<file path="config.mk">
export PLATFORM = sky130hd
export DESIGN_NAME = pc_target_table_flat
export DESIGN_NICKNAME = d
export VERILOG_FILES = /design/src/rtl/pc_target_table_if.sv /design/src/rtl/pc_target_table.sv /design/src/flat_wrapper.sv
export SDC_FILE = /design/constraint.sdc
export NUM_CORES = 1
export LEC_CHECK = 0
export BUFFER_PORTS_ARGS = -buffer_cell sky130_fd_sc_hd__buf_2
export CAP_MARGIN = 5
export CORE_UTILIZATION = 50
export DETAILED_ROUTE_END_ITERATION = 16
export GPL_TIMING_DRIVEN = 0
export PLACE_DENSITY = 0.7
export SETUP_SLACK_MARGIN = 0.4
export SKIP_CTS_REPAIR_TIMING = 1
export SYNTH_ARGS = -nofsm -noshare
export SYNTH_HDL_FRONTEND = slang
export SYNTH_SLANG_ARGS = --single-unit
</file>
<file path="constraint.sdc">
create_clock -name Clk -period 7.45 [get_ports Clk]
set_clock_uncertainty 0.2 [all_clocks]
set_input_delay 1.49 -clock Clk [delete_from_list [all_inputs] [get_ports Clk]]
set_output_delay 1.49 -clock Clk [all_outputs]
set_load 0.01 [all_outputs]
</file>
<file path="src/rtl/pc_target_table_if.sv">
// Lookup/programming bus for pc_target_table.
// Master drives writes and lookups; slave returns the registered response.
interface pc_target_table_if #(
  parameter int D  = 10,
  parameter int A  = 4,
  parameter int CW = 8
);
  logic          clr;
  logic          wr_en;
  logic [A-1:0]  wr_addr;
  logic [D-1:0]  wr_data;
  logic          wr_rel;
  logic          rd_req;
  logic [A-1:0]  rd_addr;
  logic [D-1:0]  pc;
  logic          resp_valid;
  logic [D-1:0]  target;
  logic          hit;
  logic [CW-1:0] miss_cnt;

  modport master (
    output clr, wr_en, wr_addr, wr_data, wr_rel, rd_req, rd_addr, pc,
    input  resp_valid, target, hit, miss_cnt
  );

  modport slave (
    input  clr, wr_en, wr_addr, wr_data, wr_rel, rd_req, rd_addr, pc,
    output resp_valid, target, hit, miss_cnt
  );
endinterface

</file>
<file path="src/rtl/pc_target_table.sv">
// Programmable branch-target table: absolute or PC-relative entries,
// registered one-cycle lookup with write-first bypass and a saturating miss counter.
module pc_target_table #(
  parameter int D  = 10,
  parameter int A  = 4,
  parameter int CW = 8
) (
  input  logic            Clk,
  input  logic            Reset,
  pc_target_table_if.slave bus
);
  localparam int DEPTH = 2 ** A;

  logic          valid_q [DEPTH];
  logic          mode_q  [DEPTH];
  logic [D-1:0]  value_q [DEPTH];

  logic          wr_match;
  logic          lk_valid;
  logic          lk_mode;
  logic [D-1:0]  lk_value;
  logic [D-1:0]  lk_target;
  logic          cnt_sat;

  // Table storage: clear is applied first, so a same-cycle write survives it.
  always_ff @(posedge Clk or posedge Reset) begin
    if (Reset) begin
      for (int unsigned i = 0; i < DEPTH; i++) begin
        valid_q[i] <= 1'b0;
        mode_q[i]  <= 1'b0;
        value_q[i] <= '0;
      end
    end else begin
      if (bus.clr) begin
        for (int unsigned i = 0; i < DEPTH; i++) begin
          valid_q[i] <= 1'b0;
        end
      end
      if (bus.wr_en) begin
        valid_q[bus.wr_addr] <= 1'b1;
        mode_q[bus.wr_addr]  <= bus.wr_rel;
        value_q[bus.wr_addr] <= bus.wr_data;
      end
    end
  end

  // Lookup sees the table as it will be after this cycle's clr/write.
  always_comb begin
    wr_match = bus.wr_en && (bus.wr_addr == bus.rd_addr);
    lk_valid = 1'b0;
    lk_mode  = mode_q[bus.rd_addr];
    lk_value = value_q[bus.rd_addr];
    if (wr_match) begin
      lk_valid = 1'b1;
      lk_mode  = bus.wr_rel;
      lk_value = bus.wr_data;
    end else if (!bus.clr) begin
      lk_valid = valid_q[bus.rd_addr];
    end
  end

  always_comb begin
    lk_target = bus.pc + D'(1);
    if (lk_valid) begin
      lk_target = lk_mode ? (bus.pc + lk_value) : lk_value;
    end
  end

  assign cnt_sat = (bus.miss_cnt == '1);

  always_ff @(posedge Clk or posedge Reset) begin
    if (Reset) begin
      bus.resp_valid <= 1'b0;
      bus.target     <= '0;
      bus.hit        <= 1'b0;
      bus.miss_cnt   <= '0;
    end else begin
      bus.resp_valid <= bus.rd_req;
      if (bus.rd_req) begin
        bus.target <= lk_target;
        bus.hit    <= lk_valid;
        if (!lk_valid && !cnt_sat) begin
          bus.miss_cnt <= bus.miss_cnt + CW'(1);
        end
      end
    end
  end
endmodule

</file>
<file path="src/flat_wrapper.sv">
// flat-port wrapper written by rule: the top's interface ports become plain ports
module pc_target_table_flat 
#(
  parameter int D  = 10,
  parameter int A  = 4,
  parameter int CW = 8
)
  (Clk, Reset, bus_clr, bus_wr_en, bus_wr_addr, bus_wr_data, bus_wr_rel, bus_rd_req, bus_rd_addr, bus_pc, bus_resp_valid, bus_target, bus_hit, bus_miss_cnt);
  pc_target_table_if #(.D(D), .A(A), .CW(CW)) bus_i ();
  input  logic Clk;
  input  logic Reset;
  input wire logic [$bits(bus_i.clr)-1:0] bus_clr;
  input wire logic [$bits(bus_i.wr_en)-1:0] bus_wr_en;
  input wire logic [$bits(bus_i.wr_addr)-1:0] bus_wr_addr;
  input wire logic [$bits(bus_i.wr_data)-1:0] bus_wr_data;
  input wire logic [$bits(bus_i.wr_rel)-1:0] bus_wr_rel;
  input wire logic [$bits(bus_i.rd_req)-1:0] bus_rd_req;
  input wire logic [$bits(bus_i.rd_addr)-1:0] bus_rd_addr;
  input wire logic [$bits(bus_i.pc)-1:0] bus_pc;
  output wire logic [$bits(bus_i.resp_valid)-1:0] bus_resp_valid;
  output wire logic [$bits(bus_i.target)-1:0] bus_target;
  output wire logic [$bits(bus_i.hit)-1:0] bus_hit;
  output wire logic [$bits(bus_i.miss_cnt)-1:0] bus_miss_cnt;
  assign bus_i.clr = bus_clr;
  assign bus_i.wr_en = bus_wr_en;
  assign bus_i.wr_addr = bus_wr_addr;
  assign bus_i.wr_data = bus_wr_data;
  assign bus_i.wr_rel = bus_wr_rel;
  assign bus_i.rd_req = bus_rd_req;
  assign bus_i.rd_addr = bus_rd_addr;
  assign bus_i.pc = bus_pc;
  assign bus_resp_valid = bus_i.resp_valid;
  assign bus_target = bus_i.target;
  assign bus_hit = bus_i.hit;
  assign bus_miss_cnt = bus_i.miss_cnt;
  pc_target_table #(.D(D), .A(A), .CW(CW)) u_core (.Clk(Clk), .Reset(Reset), .bus(bus_i));
endmodule
</file>
# After elaboration in Yosys (flattened, before gate mapping)
# Index checks and enable logic that the tools add are counted.
# classes
n_addsub	3
mul	0
div_mod_pow	0
order_cmp	3
eq_ne	2
n_shift	0
muxes	23
bitwise_logic	3
reduce_logical	6
# ops
op	n
$bwmux 160	1
$mux 10	6
$bmux 10 s4	1
$demux 10 s4	1
$mux 16	2
$bwmux 16	1
$or 16x16->16	1
$add 10x1->10 const B	1
$add 10x10->10	1
$ge 5x5->1 const B	2
$not 4->5	2
$add 8x1->8 const B	1
$bmux 1 s4	2
$eq 8x8->1 const B	1
$mux 1	8
$lt 5x1->1 const B	1
$demux 1 s4	1
$eq 4x4->1	1
$logic_and 1x1->1	3
$logic_not 1->1	2
$reduce_and 2->1	1
# totals
regBits	212
latchBits	0
mem_bits_rw	0
romBits	0
inputBits	34
output_inout_bits	20
wordCells	92
mem_count	0

# Logic depth before layout (Yosys ltp)
# Gate-level depths: netlist of the first run.
# depth
word_depth	9
mapped_depth	15

# Least setup slack after synthesis of the first run
# Ideal clock, no wire load.
# synth_path
path_kind	input-to-reg
startpoint	input bus_rd_addr[0]
endpoint	register u_core.bus.target[8]
setup_time_ns	0.104
arrival_time_ns	5.085
required_ns	7.146
path_slack_ns	2.061
stages	14
path_buffers	3
path_cell_list	buf_6 buf_6 clkbuf_1 mux4_2 mux4_2 mux2_2 ha_1 fa_1 a21oi_1 o211ai_1 a2111oi_0 or3_1 xor2_1 o311ai_1
# synth_via
elab_chain_len	8
# synth_lines
element	line_no	text
start, declared	flat_wrapper.sv:18	input wire logic [$bits(bus_i.rd_addr)-1:0] bus_rd_addr;
$not 4->5 (implied by the code)	pc_target_table.sv:51, pc_target_table.sv:52, pc_target_table.sv:58	
$bmux 10 s4	pc_target_table.sv:52	lk_value = value_q[bus.rd_addr];
$mux 10 (implied by the code) (2 in a row)	pc_target_table.sv:52	
$mux 10	pc_target_table.sv:53	if (wr_match) begin
$add 10x10->10	pc_target_table.sv:65	lk_target = lk_mode ? (bus.pc + lk_value) : lk_value;
$mux 10	pc_target_table.sv:65	
$mux 10 *	pc_target_table.sv:64	if (lk_valid) begin
end signal, assigned	pc_target_table.sv:80	bus.target <= lk_target;
end, declared	pc_target_table_if.sv:28	output resp_valid, target, hit, miss_cnt
# Mark *: on every way between the ends. The rest lies on a longest branch, timed or not. The select of a mux whose other input is x is not followed.
# A chain may end at the register's enable or synchronous reset.

# Final worst setup path of the first run
# layout_path
startpoint	input bus_rd_addr[3]
endpoint	register u_core.bus.target[8]
# Same word-level chain as after synthesis.

==> results.cfg, run 1 <==
[status]
outcome = completed

[route]
postRouteAntennaNets = 0
drt_iter0_drc = 449
vias = 6528
avgRoutedWirePerCell_um = 23.9
dr.pass1.iters = 5
wl_um = 25700
via_per_inst = 6.06
drc_errors = 0

[setup_path]
critical-path-max-stage-delay_ns = 0.64
crit_arrival_ns = 6.05
crit_path_start_kind = primary input
crit_chain = clkbuf_1, clkbuf_1, mux4_2, mux4_2, mux2_2, ha_1, fa_1, a21oi_1, o211ai_1, a2111oi_0, or3_1, xor2_1, o311ai_1
critPathRequiredTime_ns = 7.64
crit_type = primary input to register
worst-path-max-fanout = 10
slowest_stage = clkbuf_1
end_kind = register

[yosys]
yosysWarnings = 0
ys_seq_area_frac = 0.512
netlist.area_leader.share = 0.512
yosysMostFrequentCell = dfrtp_1
syn-cell-area_um2 = 10400
synthTopCellsByCount = dfrtp_1 (212), mux2_2 (187), mux4_2 (59)
ys.flop_type = dfrtp_1
syn-num-nets = 762
synth_edf_count = 0
syn_inst = 716
ys_ff_latch = 212
avgSynthCellArea_um2 = 14.5
yosys-top-cells-area = dfrtp_1 (51%), mux2_2 (20%), mux4_2 (13%)
yosys.area.top_type = dfrtp_1
yosys.cell_types.count = 51
synthArstFlopShare = 1.00

[finish]
finalNonFillerCells = 1077
antennaDiodeCount = 0
final_nets = 837
syn2layout_area_growth_pct = 13.3
drive_gt1_frac = 0.420
design_area_um2 = 11700

[clock_tree]
cts_tree = yes
cts_inserted_buffers = 22
h-tree-depth = 1
cts-root-buf = clkbuf_16
clk_latency_ns = 0.50
clock_path_buffers = 3
cts.reportedPaths.clkPinSlew_ns = 0.06
cts.sinks = 212

[timing]
slew_headroom = 0.206
finalCritPeriodShare = 0.786
setup_tns_ns = 0
finalSetupViolCount = 0
layout_min_cycle_time_ns = 5.86
finalHoldViolCount = 0
clock.fmax_ghz = 0.171
drv_slew = 0
worst_pin_slew_ns = 1.19
grt_setup_unrepaired = no

[power]
p_int_uw = 2480
p_comb_frac = 0.228
p_sw_frac = 0.269
powerDensity_nw_per_um2 = 289
p_sw_uw = 911
p_leak_uw = 0.00510
sequentialPowerShare = 0.455
ir_drop_mv = 0.134
p_clk_frac = 0.317

[floorplanning]
ios = 54
die_y_um = 146
start_util = 0.510
core_um2 = 20300
num_rows = 52
die-area_um2 = 21300
die_x_um = 146

[flow_run]
drv_cap = 0

[place]
place_area_um2 = 11000
dp_hpwl_um = 17500
portBuffers = 46
dp.cells = 1037
gp_congestion = 0.897

[global_route]
grtUsageTotal = 0.254
grt_pass1_wl_um = 40900
grt_pass1_vias = 7002
antenna_found_initial = 0
grt_max_degree = 46
gr-total-overflow = 0

[min_path]
hp-class = register to register
[sequential cells by signal, summed over array words and instances, names as in the netlist]
signal and cells:
u_core.bus.hit 1, u_core.bus.miss_cnt 8, u_core.bus.resp_valid 1, u_core.bus.target 10, u_core.mode_q 16, u_core.valid_q 16, u_core.value_q 160
[metal layers]
metal / track usage / vias up / wire [um]
li1: - / 2829 / -
met1: 0.339 / 3438 / 10900
met2: 0.419 / 209 / 12600
met3: 0.0451 / 52 / 1430
met4: 0.0926 / 0 / 829
met5: 0 / - / 0
[power by group through the flow]
stage | clock network [uW] | registers, uW | logic [uW]
finish | 1070 | 1540 | 773
global route | 1140 | 1570 | 843
CTS | 1090 | 1540 | 777
detailed placement | 0 | 1560 | 774
global placement | 0 | 1530 | 739
floorplan | 0 | 1520 | 585
[critical path, delay by kind of cell]
family	cells	cell delay, ns
buffers and inverters	2	1.28
muxes	3	1.21
AOI/OAI and AO/OA	4	1.11
adders and majority gates	2	0.65
xor gates and xnor gates	1	0.08
and+or+nand+nor	1	0.21
[kinds of logic (layout without fill, tap and decap cells)]
logic type / count (synthesis) / in the layout / share of synthesized area
muxes: 254 / 254 / 0.340
and+or+nand+nor: 86 / 86 / 0.0427
adders and majority gates: 12 / 12 / 0.0152
buffers and inverters: 64 / 155 / 0.0254
AOI/OAI and AO/OA: 63 / 63 / 0.0431
DFF: 212 / 212 / 0.512
xor gates and xnor gates: 25 / 25 / 0.0211
[area by class of cell]
cell class	count	area, um2
well taps	270	338
fillers	1596	8570
repair buffers	51	330
flip-flops and latches	212	5310
plain buffers	52	218
clock inverters	5	53.8
inverters	12	48.8
multi-input cells	440	4790
clock buffers	35	651
[final timing paths]
check | from | end | slack [ns] | depth (start not counted)
max | bus_rd_addr[3] | u_core.bus.target[8] | 1.59 | 13
min | u_core.bus.hit | u_core.bus.hit | 0.28 | 1
max reg2reg | u_core.value_q[0] | u_core.bus.target[8] | 3.42 | 11
min reg2reg | u_core.bus.hit | u_core.bus.hit | 0.28 | 1
max in group asynchronous | Reset | u_core.value_q[111] | 4.75 | 6
min in group asynchronous | Reset | u_core.value_q[57] | 0.88 | 2
[stage by stage]
stage | power (uW) | setup slack [ns] | util | hold WS, ns
finish | 3390 | 1.59 | 0.578 | 0.280
global route | 3560 | 1.43 | 0.578 | 0.294
CTS | 3410 | 1.67 | 0.578 | 0.286
detailed placement | 2330 | 1.17 | 0.543 | 0.272
global placement | 2270 | 1.29 | 0.538 | 0.257
floorplan | 2110 | 2.06 | - | 0.248
[cells in the final DEF (no fill, tap or decap), types with 2 or more instances in the layout]
| cell type | Yosys | final |
|---|---|---|
| a211oi_1 | 3 | 3 |
| a21o_1 | 12 | 12 |
| a21oi_1 | 4 | 4 |
| a222oi_1 | 2 | 2 |
| a31oi_1 | 7 | 7 |
| and2_1 | 3 | 3 |
| and3_1 | 8 | 8 |
| buf_1 | 4 | 4 |
| buf_12 | 0 | 5 |
| buf_2 | 6 | 52 |
| buf_6 | 2 | 2 |
| clkbuf_1 | 40 | 49 |
| clkbuf_16 | 0 | 23 |
| clkbuf_8 | 0 | 3 |
| clkinv_2 | 0 | 3 |
| dfrtp_1 | 212 | 212 |
| ha_1 | 11 | 11 |
| inv_1 | 11 | 10 |
| mux2_1 | 2 | 2 |
| mux2_2 | 187 | 187 |
| mux2i_1 | 5 | 5 |
| mux4_2 | 59 | 59 |
| nand2_1 | 15 | 15 |
| nand2b_1 | 5 | 5 |
| nand3_1 | 10 | 10 |
| nand3b_1 | 3 | 3 |
| nand4_1 | 4 | 4 |
| nor2_1 | 20 | 20 |
| nor2b_1 | 8 | 8 |
| nor3_1 | 3 | 3 |
| o2111ai_1 | 4 | 4 |
| o211ai_1 | 5 | 5 |
| o21ai_0 | 12 | 12 |
| o221ai_1 | 2 | 2 |
| or3_1 | 4 | 4 |
| xnor2_1 | 18 | 18 |
| xor2_1 | 7 | 7 |
(Power assumes the default switching activity.)
==> run 2, diff against run 1 <==
==> constraint.sdc (replaced) <==
create_clock -name Clk -period 5.3 [get_ports Clk]
set_clock_uncertainty 0.2 [all_clocks]
set_input_delay 1.06 -clock Clk [delete_from_list [all_inputs] [get_ports Clk]]
set_output_delay 1.06 -clock Clk [all_outputs]
set_load 0.01 [all_outputs]
==> run 2 against run 1 <==
Sequential share of layout area is 0.23 points lower. Global-route usage up 0.061 points. Clock power increased by 47%. Setup slack got worse by 1.1 ns. Hold slack better by 0.0034 ns. Final cell count hardly changed. Critical path depth is the same. Non-clock buffer count unchanged. Flip-flop and latch count unchanged. Combinational power grew 41%. Die area did not move. Clock-buffer cell count unchanged. Critical endpoint unchanged. Largest cell class unchanged. Largest power group unchanged.
==> results.cfg, run 2 (same netlist as run 1, synthesis figures left out) <==
[route]
postRouteAntennaNets = 0
dr.pass1.iters = 4
drt_iter0_drc = 464
avgRoutedWirePerCell_um = 23.9
wl_um = 25800
via_per_inst = 6.11
vias = 6587
drc_errors = 0

[timing]
drv_slew = 0
clock.fmax_ghz = 0.208
grt_setup_unrepaired = no
finalCritPeriodShare = 0.909
slew_headroom = 0.156
finalHoldViolCount = 0
setup_tns_ns = 0
worst_pin_slew_ns = 1.27
layout_min_cycle_time_ns = 4.82
finalSetupViolCount = 0

[finish]
reg_top3 = u_core.value_q x160, u_core.mode_q x16, u_core.valid_q x16
syn2layout_area_growth_pct = 13.9
largest_register = u_core.value_q
antennaDiodeCount = 0
largest_reg_flops = 160
layout_common_cells = dfrtp_1 (212), mux2_2 (187), mux4_2 (59)
finalNonFillerCells = 1078
final_nets = 839
drive_gt1_frac = 0.432
final_common_cell = dfrtp_1

[power]
p_leak_uw = 0.00514
ir_drop_mv = 0.253
p_comb_frac = 0.227
p_sw_frac = 0.273
sequentialPowerShare = 0.449
p_clk_frac = 0.325
p_sw_uw = 1320
p_int_uw = 3510
powerDensity_nw_per_um2 = 410

[status]
outcome = completed

[setup_path]
critPathRequiredTime_ns = 5.51
slowest_stage = mux4_2
worst-path-max-fanout = 10
end_kind = register
crit_path_start_kind = primary input
crit_type = primary input to register
critical-path-max-stage-delay_ns = 0.53
crit_arrival_ns = 5.02
crit_chain = buf_2, buf_2, mux4_2, mux4_2, mux2_2, ha_1, fa_1, a21oi_1, o211ai_1, a2111oi_0, or3_1, xor2_1, o311ai_1

[place]
dp.cells = 1037
gp_congestion = 0.913
portBuffers = 46
dp_hpwl_um = 17400

[clock_tree]
cts.sinks = 212
clock_path_buffers = 3
clk_latency_ns = 0.52
cts_tree = yes
cts_inserted_buffers = 24
cts.reportedPaths.clkPinSlew_ns = 0.06
cts-root-buf = clkbuf_16
h-tree-depth = 1

[global_route]
grt_pass1_wl_um = 40700
met2_usage = 0.411
grt.busiest_layer = met2
grtUsageTotal = 0.255
antenna_found_initial = 0
grtUsageMet1 = 0.347
met3_usage = 0.0470
grt_max_degree = 47
grt_pass1_vias = 6996
gr-total-overflow = 0

[floorplanning]
die-area_um2 = 21300
core_um2 = 20300
ios = 54
start_util = 0.510
die_x_um = 146
num_rows = 52
die_y_um = 146

[flow_run]
drv_cap = 0

[min_path]
hp-class = register to register
==> run 2: cell count changes in the layout (fill, tap and decap cells not counted), sizes merged <==
| cell | change |
|---|---|
| clkinvlp | +1 |
| buf | +2 |
| clkbuf | -2 |
==> run 2: cell type report <==
type	instances	area, um2
clock inverter	6	75.1
timing repair buffer	51	330
fill	1609	8510
inverter	12	48.8
buffer	52	240
clock buffer	35	662
multi-input combinational	440	4790
sequential	212	5310
tap	270	338
==> run 2: critical path, delay by kind of cell <==
family                     cells  cell delay, ns
xor gates and xnor gates       1            0.08
adders and majority gates      2            0.65
muxes                          3            1.18
and+or+nand+nor                1            0.21
buffers and inverters          2            0.72
AOI/OAI and AO/OA              4            1.11
==> run 2: path summary, 6_finish.rpt <==
| kind | from | end | slack (ns) | depth (start not counted) |
|---|---|---|---|---|
| worst max-delay path | bus_rd_addr[3] | u_core.bus.target[8] | 0.48 | 13 |
| worst min-delay path | u_core.bus.hit | u_core.bus.hit | 0.28 | 1 |
| worst max register to register | u_core.value_q[0] | u_core.bus.target[8] | 1.26 | 11 |
| worst min register to register | u_core.bus.hit | u_core.bus.hit | 0.28 | 1 |
| min in group asynchronous | Reset | u_core.value_q[37] | 0.40 | 3 |
| max in group asynchronous | Reset | u_core.bus.miss_cnt[6] | 3.68 | 5 |
==> run 2: power groups by stage <==
stage | clock network (uW) | registers (uW) | logic, uW
global route | 1670 | 2210 | 1190
CTS | 1590 | 2160 | 1100
finish | 1570 | 2170 | 1090
global placement | 0 | 2150 | 1040
detailed placement | 0 | 2190 | 1100
floorplan | 0 | 2140 | 823
==> run 2: metal layers <==
metal / part of all wire / wire, um / up-vias
met3: 0.055 / 1410 / 54
met1: 0.43 / 11100 / 3493
met2: 0.48 / 12500 / 212
met4: 0.031 / 812 / 0
met5: 0 / 0 / -
li1: - / - / 2828
==> run 2: per-stage QoR <==
step	util	area [um2]	worst slack (ns)	power (uW)	hold WS (ns)
after floorplan	-	10400	0.457	2960	0.248
after global placement	0.538	10900	-0.506	3190	0.257
after detailed placement	0.543	11000	-0.648	3290	0.269
after CTS	0.580	11800	-0.128	4850	0.282
after global routing	0.581	11800	0.416	5070	0.306
final	0.581	11800	0.484	4830	0.283
==> run 3, diff against run 2 <==
--- a/config.mk
+++ b/config.mk
@@ -8,9 +8,11 @@
 export BUFFER_PORTS_ARGS = -buffer_cell sky130_fd_sc_hd__buf_2
 export CAP_MARGIN = 5
 export CORE_UTILIZATION = 50
+export CTS_CLUSTER_DIAMETER = 100
 export DETAILED_ROUTE_END_ITERATION = 16
 export GPL_TIMING_DRIVEN = 0
 export PLACE_DENSITY = 0.7
+export RECOVER_POWER = 25
 export SETUP_SLACK_MARGIN = 0.4
 export SKIP_CTS_REPAIR_TIMING = 1
 export SYNTH_ARGS = -nofsm -noshare
==> run 3 against run 2 <==
The run now ends with capacitance limit, slew limit left. Sequential share of layout area is 0.13 points higher. Largest cell class unchanged. Critical path type unchanged. Sequential power about the same. Die area stayed put. Setup slack got worse by 0.0037 ns. Global-route usage unchanged. Wire length about the same. Register-to-register slack about the same.
==> results.cfg, run 3 (same netlist as run 1, synthesis figures left out) <==
[global_route]
grt_max_degree = 47
antenna_found_initial = 0
grt_pass1_wl_um = 40700
gr-total-overflow = 0
grtUsageTotal = 0.255
grt_pass1_vias = 6996

[timing]
layout_min_cycle_time_ns = 4.82
clock.fmax_ghz = 0.207
slew_headroom = -0.670
setup_tns_ns = 0
grt_setup_unrepaired = no
finalSetupViolCount = 0
worst_pin_slew_ns = 2.50
drv_slew = 43
finalHoldViolCount = 0
finalCritPeriodShare = 0.909
postLayoutSetupSlackWorst_ns = 0.480

[setup_path]
critical-path-max-stage-delay_ns = 0.53
critPathRequiredTime_ns = 5.51
end_kind = register
worst_r2r_startpoint = u_core.value_q[0]
r2r.worst_path.cells = 11
r2r-end = u_core.bus.target[8]
crit_type = primary input to register
crit_arrival_ns = 5.03
crit_path_start_kind = primary input
crit_chain = buf_2, buf_2, mux4_2, mux4_2, mux2_2, ha_1, fa_1, a21oi_1, o211ai_1, a2111oi_0, or3_1, xor2_1, o311ai_1
reg2reg_slack_ns = 1.26
slowest_stage = mux4_2
worst-path-max-fanout = 10

[status]
violations = capacitance limit, slew limit
outcome = complete, but fails checks

[place]
dp_slack_ns = -0.648
dp_hpwl_um = 17400
portBuffers = 46
gp_congestion = 0.913

[finish]
largest_reg_flops = 160
syn2layout_area_growth_pct = 13.5
final_nets = 839
drive_gt1_frac = 0.429
largest_register = u_core.value_q
antennaDiodeCount = 0
final_common_cell = dfrtp_1
reg_top3 = u_core.value_q x160, u_core.mode_q x16, u_core.valid_q x16
layout_common_cells = dfrtp_1 (212), mux2_2 (187), mux4_2 (59)

[route]
drc_errors = 0
vias = 6581
drt_iter0_drc = 467
via_per_inst = 6.10
dr.pass1.iters = 4
postRouteAntennaNets = 0
wl_um = 25800
avgRoutedWirePerCell_um = 23.9

[min_path]
hp-start = u_core.bus.hit
hold_end = u_core.bus.hit
hold_depth = 1
hp-class = register to register

[power]
p_sw_uw = 1320
p_clk_frac = 0.325
p_comb_frac = 0.226
p_leak_uw = 0.00512
p_int_uw = 3510
sequentialPowerShare = 0.449
ir_drop_mv = 0.254
p_sw_frac = 0.273
powerDensity_nw_per_um2 = 411

[floorplanning]
ios = 54
num_rows = 52
die_y_um = 146
core_um2 = 20300
die_x_um = 146
start_util = 0.510
die-area_um2 = 21300

[clock_tree]
cts-root-buf = clkbuf_16
cts.reportedPaths.clkPinSlew_ns = 0.06
cts_inserted_buffers = 24
clk_latency_ns = 0.52
h-tree-depth = 1
clock_path_buffers = 3
cts.sinks = 212
cts_tree = yes

[flow_run]
drv_cap = 1
-- run 3: changes by cell type in the layout (fill, tap and decap cells not counted) --
cell        previous run  this run
buf_2                 53        52
clkbuf_2               5         6
buf_12                 5         3
clkinvlp_2             0         1
clkbuf_1              42        44
clkinvlp_4             2         1
-- run 3: metrics by stage --
step	instance area [um2]	utilization	hold slack [ns]	power [uW]	cells
global route	11800	0.579	0.306	5060	1078
finish	11800	0.579	0.283	4830	1078
CTS	11800	0.580	0.282	4850	1078
global placement	10900	0.538	0.257	3190	1032
floorplan	10400	-	0.248	2960	716
detailed placement	11000	0.543	0.269	3290	1037
-- run 3: routing by layer --
layer	track usage	wire length (um)	vias to the layer above
met3	0.0470	1320	52
met2	0.411	12500	200
met1	0.347	11200	3501
li1	-	-	2828
met4	0.0937	792	0
met5	0	0	-
-- run 3: worst max-delay path: cells and delay by family --
kind	cells	cell delay, ns
buffers and inverters	2	0.72
muxes	3	1.18
xor gates and xnor gates	1	0.08
AOI/OAI and AO/OA	4	1.11
and+or+nand+nor	1	0.21
adders and majority gates	2	0.65
-- run 3: cell type report --
| class | count | area (um2) |
|---|---|---|
| fill | 1610 | 8540 |
| sequential | 212 | 5310 |
| multi-input combinational | 440 | 4790 |
| clock buffer | 35 | 662 |
| tap | 270 | 338 |
| timing repair buffer | 51 | 298 |
| buffer | 52 | 240 |
| clock inverter | 6 | 75.1 |
| inverter | 12 | 46.3 |
-- run 3: how the worst max path moves through the flow --
stage / startpoint / to / slack [ns] / cells after the start
floorplan: bus_rd_addr[3] / u_core.bus.target[8] / 0.46 / 13
global placement: bus_rd_addr[3] / u_core.bus.target[8] / -0.51 / 13
detailed placement: bus_rd_addr[3] / u_core.bus.target[8] / -0.65 / 13
CTS: bus_rd_addr[3] / u_core.bus.target[8] / -0.13 / 13
global route: bus_rd_addr[3] / u_core.bus.target[8] / 0.42 / 13
finish: bus_rd_addr[3] / u_core.bus.target[8] / 0.48 / 13
-- run 3: power by group through the flow --
stage	clock network (uW)	logic, uW	registers, uW
floorplan	0	823	2140
global placement	0	1040	2150
detailed placement	0	1100	2190
CTS	1590	1100	2160
global route	1670	1190	2210
finish	1570	1090	2170
